## config.mk

```make
export PLATFORM = sky130hd
export DESIGN_NAME = prio_encoder_pipe
export DESIGN_NICKNAME = d
export VERILOG_FILES = /design/src/rtl/prio_encoder_pipe.sv
export SDC_FILE = /design/constraint.sdc
export NUM_CORES = 1
export LEC_CHECK = 0
export BUFFER_PORTS_ARGS = -buffer_cell sky130_fd_sc_hd__buf_2
export CAP_MARGIN = 20
export CORE_ASPECT_RATIO = 0.75
export CORE_MARGIN = 1
export CORE_UTILIZATION = 48
export CTS_BUF_LIST = sky130_fd_sc_hd__clkbuf_2
export CTS_CLUSTER_DIAMETER = 120
export DETAILED_ROUTE_END_ITERATION = 12
export GPL_ROUTABILITY_DRIVEN = 0
export HOLD_SLACK_MARGIN = 0.02
export PLACE_DENSITY = 0.77
export SLEW_MARGIN = 10
export SYNTH_ARGS = -nofsm -noshare
export SYNTH_HDL_FRONTEND = slang
export SYNTH_SLANG_ARGS = --single-unit
```

## constraint.sdc

```tcl
create_clock -name clk -period 1.4 [get_ports clk]
set_input_delay 0.14 -clock clk [delete_from_list [all_inputs] [get_ports clk]]
set_output_delay 0.14 -clock clk [all_outputs]
set_load 0.005 [all_outputs]
```

## src/rtl/prio_encoder_pipe.sv

```systemverilog
// Priority / one-hot encoder with a single registered valid/ready output stage
// and a saturating counter of accepted illegal request words.
module prio_encoder_pipe #(
    parameter int WIDTH = 8,
    parameter int MODE  = 0,
    parameter int OUT_W = $clog2(WIDTH)
) (
    input  logic             clk,
    input  logic             rst_n,
    input  logic             en,
    input  logic             in_valid,
    output logic             in_ready,
    input  logic [WIDTH-1:0] in,
    output logic             out_valid,
    input  logic             out_ready,
    output logic [OUT_W-1:0] out,
    output logic             out_hit,
    output logic             out_err,
    input  logic             err_clr,
    output logic [7:0]       err_count
);

    localparam logic [WIDTH-1:0] ZERO_VEC  = {WIDTH{1'b0}};
    localparam logic [OUT_W-1:0] ZERO_CODE = {OUT_W{1'b0}};

    // Highest set bit; later (higher) indices overwrite earlier ones.
    function automatic logic [OUT_W-1:0] msb_index(input logic [WIDTH-1:0] v);
        logic [OUT_W-1:0] idx;
        idx = ZERO_CODE;
        for (int i = 0; i < WIDTH; i++) begin
            if (v[i]) begin
                idx = OUT_W'(i);
            end else begin
                idx = idx;
            end
        end
        return idx;
    endfunction

    // Lowest set bit; scan downwards so the lowest index is written last.
    function automatic logic [OUT_W-1:0] lsb_index(input logic [WIDTH-1:0] v);
        logic [OUT_W-1:0] idx;
        idx = ZERO_CODE;
        for (int i = WIDTH - 1; i >= 0; i--) begin
            if (v[i]) begin
                idx = OUT_W'(i);
            end else begin
                idx = idx;
            end
        end
        return idx;
    endfunction

    function automatic int ones(input logic [WIDTH-1:0] v);
        int c;
        c = 32'sd0;
        for (int i = 0; i < WIDTH; i++) begin
            c = c + int'(v[i]);
        end
        return c;
    endfunction

    logic             accept_s;
    logic             drain_s;
    logic [OUT_W-1:0] code_s;
    logic             hit_s;
    logic             err_s;

    logic             out_valid_r;
    logic [OUT_W-1:0] out_r;
    logic             hit_r;
    logic             err_r;
    logic [7:0]       err_count_r;

    // Handshake qualifiers; in_ready looks through to out_ready so a full stage can stream.
    always_comb begin
        in_ready = !out_valid_r || out_ready;
        accept_s = in_valid && in_ready;
        drain_s  = out_valid_r && out_ready;
    end

    // Encode the incoming word according to MODE; a disabled word is a silent no-hit.
    always_comb begin
        code_s = ZERO_CODE;
        hit_s  = 1'b0;
        err_s  = 1'b0;
        if (!en) begin
            code_s = ZERO_CODE;
        end else begin
            case (MODE)
                32'sd1: begin
                    if (in != ZERO_VEC) begin
                        code_s = msb_index(in);
                        hit_s  = 1'b1;
                    end else begin
                        err_s  = 1'b1;
                    end
                end
                32'sd2: begin
                    if (in != ZERO_VEC) begin
                        code_s = lsb_index(in);
                        hit_s  = 1'b1;
                    end else begin
                        err_s  = 1'b1;
                    end
                end
                default: begin
                    if (ones(in) == 32'sd1) begin
                        code_s = lsb_index(in);
                        hit_s  = 1'b1;
                    end else begin
                        err_s  = 1'b1;
                    end
                end
            endcase
        end
    end

    // Output stage: load on accept, empty on drain-only, otherwise hold.
    always_ff @(posedge clk or negedge rst_n) begin
        if (!rst_n) begin
            out_valid_r <= 1'b0;
            out_r       <= ZERO_CODE;
            hit_r       <= 1'b0;
            err_r       <= 1'b0;
        end else if (accept_s) begin
            out_valid_r <= 1'b1;
            out_r       <= code_s;
            hit_r       <= hit_s;
            err_r       <= err_s;
        end else if (drain_s) begin
            out_valid_r <= 1'b0;
        end else begin
            out_valid_r <= out_valid_r;
        end
    end

    // Saturating illegal-word counter; clear wins over a same-edge increment.
    always_ff @(posedge clk or negedge rst_n) begin
        if (!rst_n) begin
            err_count_r <= 8'd0;
        end else if (err_clr) begin
            err_count_r <= 8'd0;
        end else if (accept_s && err_s && (err_count_r != 8'hFF)) begin
            err_count_r <= err_count_r + 8'd1;
        end else begin
            err_count_r <= err_count_r;
        end
    end

    assign out_valid = out_valid_r;
    assign out       = out_r;
    assign out_hit   = hit_r;
    assign out_err   = err_r;
    assign err_count = err_count_r;

endmodule

```

==> metrics.yaml, run 1 <==
worst_setup_path:
  cp_data_required_time_ps: 1590
  setup.reg_to_reg.worst_slack_ps: -240
  r2r-start: "err_count[5]"
  worst_setup_path_end_kind: "flop"
  worstPathMaxFanout: 7
  setup.worst_path.start_class: "input port"
  worst_reg_to_reg_cells: 4
  worstSetupPathType: "input port to flop"
  timing.critical_path.arrival_ps: 3460
  rr_endpoint: "err_count[2]"
sta:
  tightestPinTransition_ps: 368
  max-slew-margin-rel: 0.753
  finalSetupViolCount: 13
  rsz0062_at_grt: "true"
  period_share: 2.33
  fmaxAchievable_mhz: 306
  final-max-slew-violation-count: 0
  final.hold.worst_slack_ps: 101
  final_hold_viol_count: 0
  worst_clock_skew_ps: 7.32
  layout_setup_ws_ps: -1870
  finalSetupTns_ps: -23110
  layout_min_cycle_time_ps: 3270
grt:
  globalRouteMet2Util: 0.431
  grt_max_degree: 16
  grt_util_met1: 0.344
  globalRoute.totalOverflow: 0
  grt_usage: 0.264
  antenna_found_initial: 0
  grtUsageMet3: 0.0659
  grt_first_pass_wirelength_mm: 4.26
  grt_most_used_layer: "met2"
  first_global_vias: 985
detailed_routing:
  drtIter0Drc: 21
  avg_wl_per_cell_um: 14.4
  drt_first_pass_iters: 4
  wl_mm: 2.71
  drt_drc_violations_left: 0
  vias: 1003
  antenna_violating_nets_remaining: 0
  post_drt_via_cell_ratio: 5.34
power_and_ir_drop:
  irDropWorstVdd_uv: 628
  power_density_nw_per_um2: 791
  power.leakage_nw: 0.755
place:
  placed_cell_area_um2: 1360
  dp.final_hpwl_mm: 1.86
  port_buffers: 28
  post_place_setup_slack_ps: -2420
synth:
  ys_top_cells_by_count: "sky130_fd_sc_hd__dfrtp_1 (14), sky130_fd_sc_hd__inv_1 (14), sky130_fd_sc_hd__nand2_1 (7)"
  synth_top_flop_cell: "sky130_fd_sc_hd__dfrtp_1"
  netlist-cell-type-count: 33
  synth-async-reset-ratio: 1.00
  postSynthNetCount: 128
  postSynthRegisterBits: 14
  synthDominantAreaCellType: "sky130_fd_sc_hd__dfrtp_1"
  cell_types_occupying_the_most_area_after_synthesis: "sky130_fd_sc_hd__dfrtp_1 (35%), sky130_fd_sc_hd__fa_1 (7.9%), sky130_fd_sc_hd__mux2_2 (6.7%)"
  netlist_area_um2: 1010
  synth-edff-count: 0
  ys_seq_area_frac: 0.345
  postSynthAreaPerCell_um2: 9.57
  syn_inst: 106
  synth-warning-count: 0
  share_of_the_synthesized_area_in_the_top_cell_type: 0.345
layout:
  finish.instance_area_um2: 1520
  n_antenna_cell: 0
  finish.utilization: 0.761
  drive_above_1_share: 0.512
  areaGrowthSynthToFinish_pct: 49.8
  number_of_filler_instances_in_the_final_layout: 128
  num-nets-final: 187
clock_tree:
  cts.sink_count: 14
  clock_latency_ps: 290
  cts_buffers: 3
  htree_levels: 1
  clk_path_buf_depth: 2
  cts-root-buf: "sky130_fd_sc_hd__clkbuf_2"
  tritoncts_clock_tree: "built"
  clock_slew_at_reported_path_ffs_ps: 140
floorplanning:
  overall_die_area_um2: 2300
  die_y_um: 41.8
  floorplan_core_area_um2: 2000
  fp.dieW_um: 55.1
  pin_count: 29
  floorplan.initialDensity: 0.508
  num_rows: 14
hold_path:
  hold_class: "input port to flop"
  holdPathStages: 2
  holdCritStartpoint: "in_valid"
  whs_endpoint: "out_valid"
outcome:
  run_status: "complete, but fails checks"
  violations: "negative setup slack"
flow_run:
  drv_cap: 0
## through the flow
stage,total power [mW],cells
final,1.20,188
after global routing,1.29,188
after CTS,1.20,188
after detailed placement,0.851,177
after global placement,0.824,177
after floorplan,0.693,106
## report_power, final
group / internal (mW) / switching (mW) / leakage [nW]
clock network: 0.0621 / 0.147 / 0.0140
registers: 0.426 / 0.0126 / 0.190
logic: 0.294 / 0.261 / 0.551
total: 0.782 / 0.421 / 0.755
## what timing repair did
item / in CTS / in global routing
endpoints found under the hold margin: 14 / 0
pin swaps: 7 / 2
setup buffers: 6 / 1
hold buffers: 1 / 0
resized for setup: 11 / 7
setup endpoints to repair: 13 / 13
## placed cells by master (no fill, tap or decap), drive strengths merged, types with 3 or more instances in the layout
cell,Yosys,final
buf,1,55
dfrtp,14,14
inv,14,14
nand2,7,7
o21ai,7,7
nor2b,6,6
nor2,6,6
mux2,6,6
nand3,5,5
nor3,5,5
fa,4,4
ha,4,4
clkbuf,0,3
a21oi,3,3
nand2b,3,3
nor4,3,3
## flip-flops by register name, indices dropped and copies added (netlist names)
name,flops
err_count,8
out,3
out_err,1
out_hit,1
out_valid,1
## worst max-delay path, cell delays in order
cell	delay (ps)
sky130_fd_sc_hd__buf_8	90
sky130_fd_sc_hd__inv_8	30
sky130_fd_sc_hd__fa_1	550
sky130_fd_sc_hd__fa_1	430
sky130_fd_sc_hd__fa_1	440
sky130_fd_sc_hd__inv_1	70
sky130_fd_sc_hd__ha_2	180
sky130_fd_sc_hd__inv_2	40
sky130_fd_sc_hd__fa_1	510
sky130_fd_sc_hd__nand4b_1	160
sky130_fd_sc_hd__o21ai_4	310
sky130_fd_sc_hd__buf_12	160
sky130_fd_sc_hd__nor3_4	40
sky130_fd_sc_hd__mux2_4	300
## how the worst max path moves through the flow
| stage | start | to | slack (ps) |
|---|---|---|---|
| 2_1_floorplan | in[3] | err_count[7] | -1880 |
| 3_3_place_gp | in[3] | out[1] | -2230 |
| 3_5_place_dp | in[3] | out[1] | -2420 |
| 4_1_cts | in[3] | err_count[3] | -1840 |
| 5_1_grt | in[3] | err_count[3] | -1940 |
| 6_report | in[3] | err_count[0] | -1870 |
## cells by family after synthesis
logic type / count (synthesis) / share of synthesized area
adder cells (fa/ha/maj): 8 / 0.128
buffers and inverters: 16 / 0.0752
AND/OR/NAND/NOR: 45 / 0.275
multiplexers: 7 / 0.0764
flip-flops: 14 / 0.345
AO/OA/AOI/OAI: 16 / 0.0999
## layer usage
metal  share of wire  vias up
li1                -      490
met1            0.43      478
met2            0.50       29
met3           0.052        6
met4           0.019        0
met5               0        -
## layout make-up
class                      instances  area (um2)  area share
timing repair buffer              56         389       0.256
tap                               24        30.0      0.0198
clock buffer                       3        15.0     0.00988
sequential                        14         350       0.230
multi-input combinational         76         672       0.442
inverter                          14        60.1      0.0395
clock inverter                     1        3.75     0.00247
(Power assumes the default switching activity.)
==> run 2: changes to the inputs <==
--- a/config.mk
+++ b/config.mk
@@ -15,7 +15,9 @@
 export DETAILED_ROUTE_END_ITERATION = 12
 export GPL_ROUTABILITY_DRIVEN = 0
 export HOLD_SLACK_MARGIN = 0.02
+export MAX_ROUTING_LAYER = met4
 export PLACE_DENSITY = 0.77
+export RECOVER_POWER = 50
 export SLEW_MARGIN = 10
 export SYNTH_ARGS = -nofsm -noshare
 export SYNTH_HDL_FRONTEND = slang
==> run 2 against run 1 <==
Against the previous run:
- the run still ends with negative setup slack left
- register-to-register slack about the same
- non-clock buffer count did not move
- global-route usage up 0.72 points
- critical path type unchanged
- clock power increased by 2%
- sequential power is essentially flat
- sequential share of layout area up 0.13 points
==> metrics.yaml, run 2 (synthesized netlist as in run 1, its figures left out) <==
outcome:
  run_status: "complete, but fails checks"
  violations: "negative setup slack"
power_and_ir_drop:
  irDropWorstVdd_uv: 625
  p_total_mw: 1.20
  power_density_nw_per_um2: 797
  power.leakage_nw: 0.746
worst_setup_path:
  setup.reg_to_reg.worst_slack_ps: -230
  r2r-start: "err_count[5]"
  setup.worst_path.start_class: "input port"
  timing.critical_path.arrival_ps: 3450
  worstPathMaxFanout: 7
  worst_setup_path_end_kind: "flop"
  cp_data_required_time_ps: 1600
  worstSetupPathType: "input port to flop"
  worst_reg_to_reg_cells: 4
  rr_endpoint: "err_count[2]"
sta:
  tightestPinTransition_ps: 812
  rsz0062_at_grt: "true"
  period_share: 2.32
  finalSetupTns_ps: -22890
  layout_min_cycle_time_ps: 3250
  fmaxAchievable_mhz: 308
  layout_setup_ws_ps: -1850
  worst_clock_skew_ps: 7.29
  final.hold.worst_slack_ps: 89.9
  final_hold_viol_count: 0
  final-max-slew-violation-count: 0
  max-slew-margin-rel: 0.459
  finalSetupViolCount: 13
hold_path:
  holdPathStages: 2
  whs_endpoint: "out_valid"
  hold_class: "input port to flop"
  holdCritStartpoint: "in_valid"
floorplanning:
  overall_die_area_um2: 2300
  die_y_um: 41.8
  fp.dieW_um: 55.1
  floorplan.initialDensity: 0.508
  floorplan_core_area_um2: 2000
  num_rows: 14
  pin_count: 29
clock_tree:
  cts-root-buf: "sky130_fd_sc_hd__clkbuf_2"
  tritoncts_clock_tree: "built"
  cts_buffers: 3
  clock_latency_ps: 300
  clock_slew_at_reported_path_ffs_ps: 150
  htree_levels: 1
  clk_path_buf_depth: 2
  cts.sink_count: 14
detailed_routing:
  drt_drc_violations_left: 0
  wl_mm: 2.70
  drt_first_pass_iters: 4
  avg_wl_per_cell_um: 14.4
  antenna_violating_nets_remaining: 0
  post_drt_via_cell_ratio: 5.35
  vias: 1005
  drtIter0Drc: 26
layout:
  number_of_filler_instances_in_the_final_layout: 131
  ff_latch_area_um2: 350
  most-common-layout-cells: "sky130_fd_sc_hd__buf_2 (25), sky130_fd_sc_hd__buf_4 (24), sky130_fd_sc_hd__dfrtp_1 (14), sky130_fd_sc_hd__inv_1 (10), sky130_fd_sc_hd__nand2_1 (7)"
  drive_above_1_share: 0.500
  largest_register_ff_count: 8
  finish.instance_area_um2: 1510
  areaGrowthSynthToFinish_pct: 49.0
  n_antenna_cell: 0
  finish.utilization: 0.757
  multi_input_comb_area_um2: 664
  most_frequent_standard_cell_in_the_layout_excluding_fill_and_tap_cells: "sky130_fd_sc_hd__buf_2"
  num-nets-final: 187
grt:
  grt_max_degree: 16
  grt_most_used_layer: "met2"
  antenna_found_initial: 0
  grt_util_met1: 0.344
  globalRouteMet2Util: 0.431
  globalRoute.totalOverflow: 0
  first_global_vias: 983
  grt_first_pass_wirelength_mm: 4.26
  grtUsageMet3: 0.0659
  grt_usage: 0.271
place:
  dp.final_hpwl_mm: 1.86
  placed_cell_area_um2: 1360
  port_buffers: 28
flow_run:
  drv_cap: 0
## run 2: cell count changes in the layout (fill, tap and decap cells not counted)
cell,delta
sky130_fd_sc_hd__clkbuf_1,+1
sky130_fd_sc_hd__buf_2,-1
sky130_fd_sc_hd__nand2b_4,-1
sky130_fd_sc_hd__nand2b_1,+1
## run 2: critical path: stages
cell and delay [ps]:
sky130_fd_sc_hd__buf_8 90, sky130_fd_sc_hd__inv_8 30, sky130_fd_sc_hd__fa_1 550, sky130_fd_sc_hd__fa_1 430
sky130_fd_sc_hd__fa_1 450, sky130_fd_sc_hd__inv_1 70, sky130_fd_sc_hd__ha_2 180, sky130_fd_sc_hd__inv_2 40
sky130_fd_sc_hd__fa_1 510, sky130_fd_sc_hd__nand4b_1 160, sky130_fd_sc_hd__o21ai_4 310, sky130_fd_sc_hd__buf_12 160
sky130_fd_sc_hd__nor3_4 40, sky130_fd_sc_hd__mux2_4 300
## run 2: what timing repair did
item / in CTS / in global routing
buffers inserted: 6 / 1
setup endpoints to repair: 13 / 13
hold buffers: 1 / 0
pin swaps: 7 / 2
endpoints found under the hold margin: 14 / 0
gates resized for setup: 11 / 7
## run 2: layer usage
layer | part of all wire | vias to the layer above
met5 | 0 | -
met3 | 0.048 | 8
li1 | - | 487
met1 | 0.44 | 485
met4 | 0.021 | 0
met2 | 0.49 | 25
## run 2: how the worst max path moves through the flow
stage / from / to
3_5_place_dp: in[3] / out[1]
4_1_cts: in[3] / err_count[3]
5_1_grt: in[3] / err_count[3]
3_3_place_gp: in[3] / out[1]
2_1_floorplan: in[3] / err_count[7]
6_report: in[3] / err_count[0]
## run 2: cell type report
type / instances / area share
Multi-Input combinational cell: 76 / 0.440
Timing Repair Buffer: 56 / 0.257
Sequential cell: 14 / 0.232
Inverter: 14 / 0.0397
Tap cell: 24 / 0.0199
Clock buffer: 3 / 0.00993
Clock inverter: 1 / 0.00248
## run 2: metrics by stage
| stage | cells | setup WS [ps] |
|---|---|---|
| 2_1_floorplan | 106 | -1880 |
| 3_3_place_gp | 177 | -2230 |
| 3_5_place_dp | 177 | -2420 |
| 4_1_cts | 188 | -1840 |
| 5_1_grt | 188 | -1940 |
| 6_report | 188 | -1850 |
## run 2: power by group
| part | leakage [nW] | internal, mW | switching, mW |
|---|---|---|---|
| registers | 0.190 | 0.426 | 0.0116 |
| clock network | 0.0140 | 0.0620 | 0.152 |
| logic | 0.542 | 0.292 | 0.261 |
==> run 3: changes to the inputs <==
--- a/config.mk
+++ b/config.mk
@@ -17,7 +17,7 @@
 export HOLD_SLACK_MARGIN = 0.02
 export MAX_ROUTING_LAYER = met4
 export PLACE_DENSITY = 0.77
-export RECOVER_POWER = 50
+export RECOVER_POWER = 100
 export SLEW_MARGIN = 10
 export SYNTH_ARGS = -nofsm -noshare
 export SYNTH_HDL_FRONTEND = slang
==> run 3 against run 2 <==
Against the previous run:
- the run still ends with negative setup slack left
- combinational power fell by 1%
- core utilization fell by 1.4 points
- total power fell by 0.95%
- worst setup slack got worse by 3.4 ps
- sequential share of layout area rose by 0.45 points
- routed wire length rose by 0.48%
- worst hold slack improved by 3.9 ps
- register-to-register slack barely moved
- sequential power barely moved
- first-iteration DRC count fell by 12%
- design area fell by 1.9%
- sequential cell count did not move
- critical endpoint unchanged
==> metrics.yaml, run 3 (synthesized netlist as in run 1, its figures left out) <==
sta:
  final-max-slew-violation-count: 0
  layout_min_cycle_time_ps: 3250
  rsz0062_at_grt: "true"
  worst_clock_skew_ps: 5.28
  period_share: 2.32
  fmaxAchievable_mhz: 307
  tightestPinTransition_ps: 809
  finalSetupViolCount: 13
  final_hold_viol_count: 0
  layout_setup_ws_ps: -1850
  max-slew-margin-rel: 0.460
layout:
  largest_register_ff_count: 8
  n_antenna_cell: 0
  stdcell_count: 188
  most-common-layout-cells: "sky130_fd_sc_hd__buf_2 (17), sky130_fd_sc_hd__buf_4 (17), sky130_fd_sc_hd__dfrtp_1 (14), sky130_fd_sc_hd__clkbuf_1 (14), sky130_fd_sc_hd__inv_1 (10)"
  areaGrowthSynthToFinish_pct: 46.1
  number_of_filler_instances_in_the_final_layout: 144
  drive_above_1_share: 0.421
  num-nets-final: 187
detailed_routing:
  antenna_violating_nets_remaining: 0
  wl_mm: 2.72
  drtIter0Drc: 23
  post_drt_via_cell_ratio: 5.38
  drt_first_pass_iters: 4
  avg_wl_per_cell_um: 14.4
  vias: 1011
  drt_drc_violations_left: 0
worst_setup_path:
  worstSetupPathType: "input port to flop"
  worst_reg_to_reg_cells: 4
  worstPathMaxFanout: 7
  cp_data_required_time_ps: 1600
  r2r-start: "out_valid"
  setup.worst_path.start_class: "input port"
  worst_setup_path_end_kind: "flop"
  rr_endpoint: "err_count[4]"
  setup.reg_to_reg.worst_slack_ps: -240
  timing.critical_path.arrival_ps: 3450
power_and_ir_drop:
  p_total_mw: 1.19
  switching_share: 0.354
  combPwrFrac: 0.457
  power_density_nw_per_um2: 805
  p_switching_mw: 0.422
  pwr-share-clk: 0.176
  power.leakage_nw: 0.695
  irDropWorstVdd_uv: 619
  internal_power_mw: 0.772
  seqPwrFrac: 0.367
clock_tree:
  cts-root-buf: "sky130_fd_sc_hd__clkbuf_2"
  htree_levels: 1
  clock_slew_at_reported_path_ffs_ps: 140
  clk_path_buf_depth: 2
  cts_buffers: 3
  tritoncts_clock_tree: "built"
  cts.sink_count: 14
  clock_latency_ps: 300
floorplanning:
  floorplan_core_area_um2: 2000
  overall_die_area_um2: 2300
  floorplan.initialDensity: 0.508
  fp.dieW_um: 55.1
  die_y_um: 41.8
  num_rows: 14
  pin_count: 29
grt:
  antenna_found_initial: 0
  globalRoute.totalOverflow: 0
  first_global_vias: 983
  grt_max_degree: 16
  grt_first_pass_wirelength_mm: 4.26
  grt_usage: 0.271
hold_path:
  holdCritStartpoint: "in_valid"
  holdPathStages: 2
  whs_endpoint: "out_valid"
  hold_class: "input port to flop"
place:
  port_buffers: 28
  placed_cells: 177
  dp.final_hpwl_mm: 1.86
flow_run:
  drv_cap: 0
outcome:
  violations: "negative setup slack"
  run_status: "complete, but fails checks"
## run 3: changes by cell type in the layout (fill, tap and decap cells not counted)
cell	change
sky130_fd_sc_hd__buf_4	-7
sky130_fd_sc_hd__clkbuf_1	+13
sky130_fd_sc_hd__buf_2	-8
sky130_fd_sc_hd__clkbuf_4	+2
## run 3: worst max path at each step
stage,slack (ps),startpoint,endpoint
after detailed placement,-2420,in[3],out[1]
after CTS,-1840,in[3],err_count[3]
after global placement,-2230,in[3],out[1]
after floorplan,-1880,in[3],err_count[7]
after global routing,-1940,in[3],err_count[3]
final,-1850,in[3],err_count[0]
## run 3: critical path, cell delays in order
cell,delay [ps]
sky130_fd_sc_hd__buf_8,90
sky130_fd_sc_hd__inv_8,30
sky130_fd_sc_hd__fa_1,550
sky130_fd_sc_hd__fa_1,430
sky130_fd_sc_hd__fa_1,450
sky130_fd_sc_hd__inv_1,70
sky130_fd_sc_hd__ha_2,180
sky130_fd_sc_hd__inv_2,40
sky130_fd_sc_hd__fa_1,510
sky130_fd_sc_hd__nand4b_1,160
sky130_fd_sc_hd__o21ai_4,310
sky130_fd_sc_hd__buf_12,160
sky130_fd_sc_hd__nor3_4,40
sky130_fd_sc_hd__mux2_4,300
## run 3: repair_timing
action | in CTS | in global routing
buffers inserted | 6 | 1
endpoints found under the hold margin | 14 | 0
hold buffers | 1 | 0
cloned | 0 | 0
pin swaps | 7 | 2
resized for setup | 11 | 7
endpoints found under the setup margin | 13 | 13
## run 3: layout make-up
class                      count  area [um2]  share of cell area
sequential                    14         350               0.236
timing repair buffer          56         359               0.242
tap                           24        30.0              0.0203
inverter                      14        60.1              0.0405
clock inverter                 1        3.75             0.00253
clock buffer                   3        15.0              0.0101
multi-input combinational     76         664               0.448
## run 3: per-stage QoR
stage	instance area (um2)	hold WS (ps)	utilization	setup slack (ps)	TNS [ps]
3_3_place_gp	1360	52.3	0.682	-2230	-28010
3_5_place_dp	1360	61.2	0.682	-2420	-29690
5_1_grt	1480	85.8	0.742	-1940	-24280
4_1_cts	1500	92.3	0.751	-1840	-22940
2_1_floorplan	1060	-156	-	-1880	-22550
6_report	1480	93.8	0.742	-1850	-22960
## run 3: power by group through the flow
| stage | clock network, mW | logic (mW) | registers (mW) |
|---|---|---|---|
| 2_1_floorplan | 0 | 0.242 | 0.451 |
| 3_3_place_gp | 0 | 0.378 | 0.446 |
| 3_5_place_dp | 0 | 0.404 | 0.447 |
| 4_1_cts | 0.215 | 0.546 | 0.439 |
| 5_1_grt | 0.234 | 0.601 | 0.442 |
| 6_report | 0.210 | 0.545 | 0.438 |
## run 3: metal layers
metal  share of wire  global-route usage  up-vias  wire length (um)
li1                -                   -      491                 -
met1            0.44               0.344      485              1190
met2            0.49               0.431       27              1330
met3           0.050              0.0659        8               136
met4           0.021              0.0650        0                57
met5               0                   -        -                 0
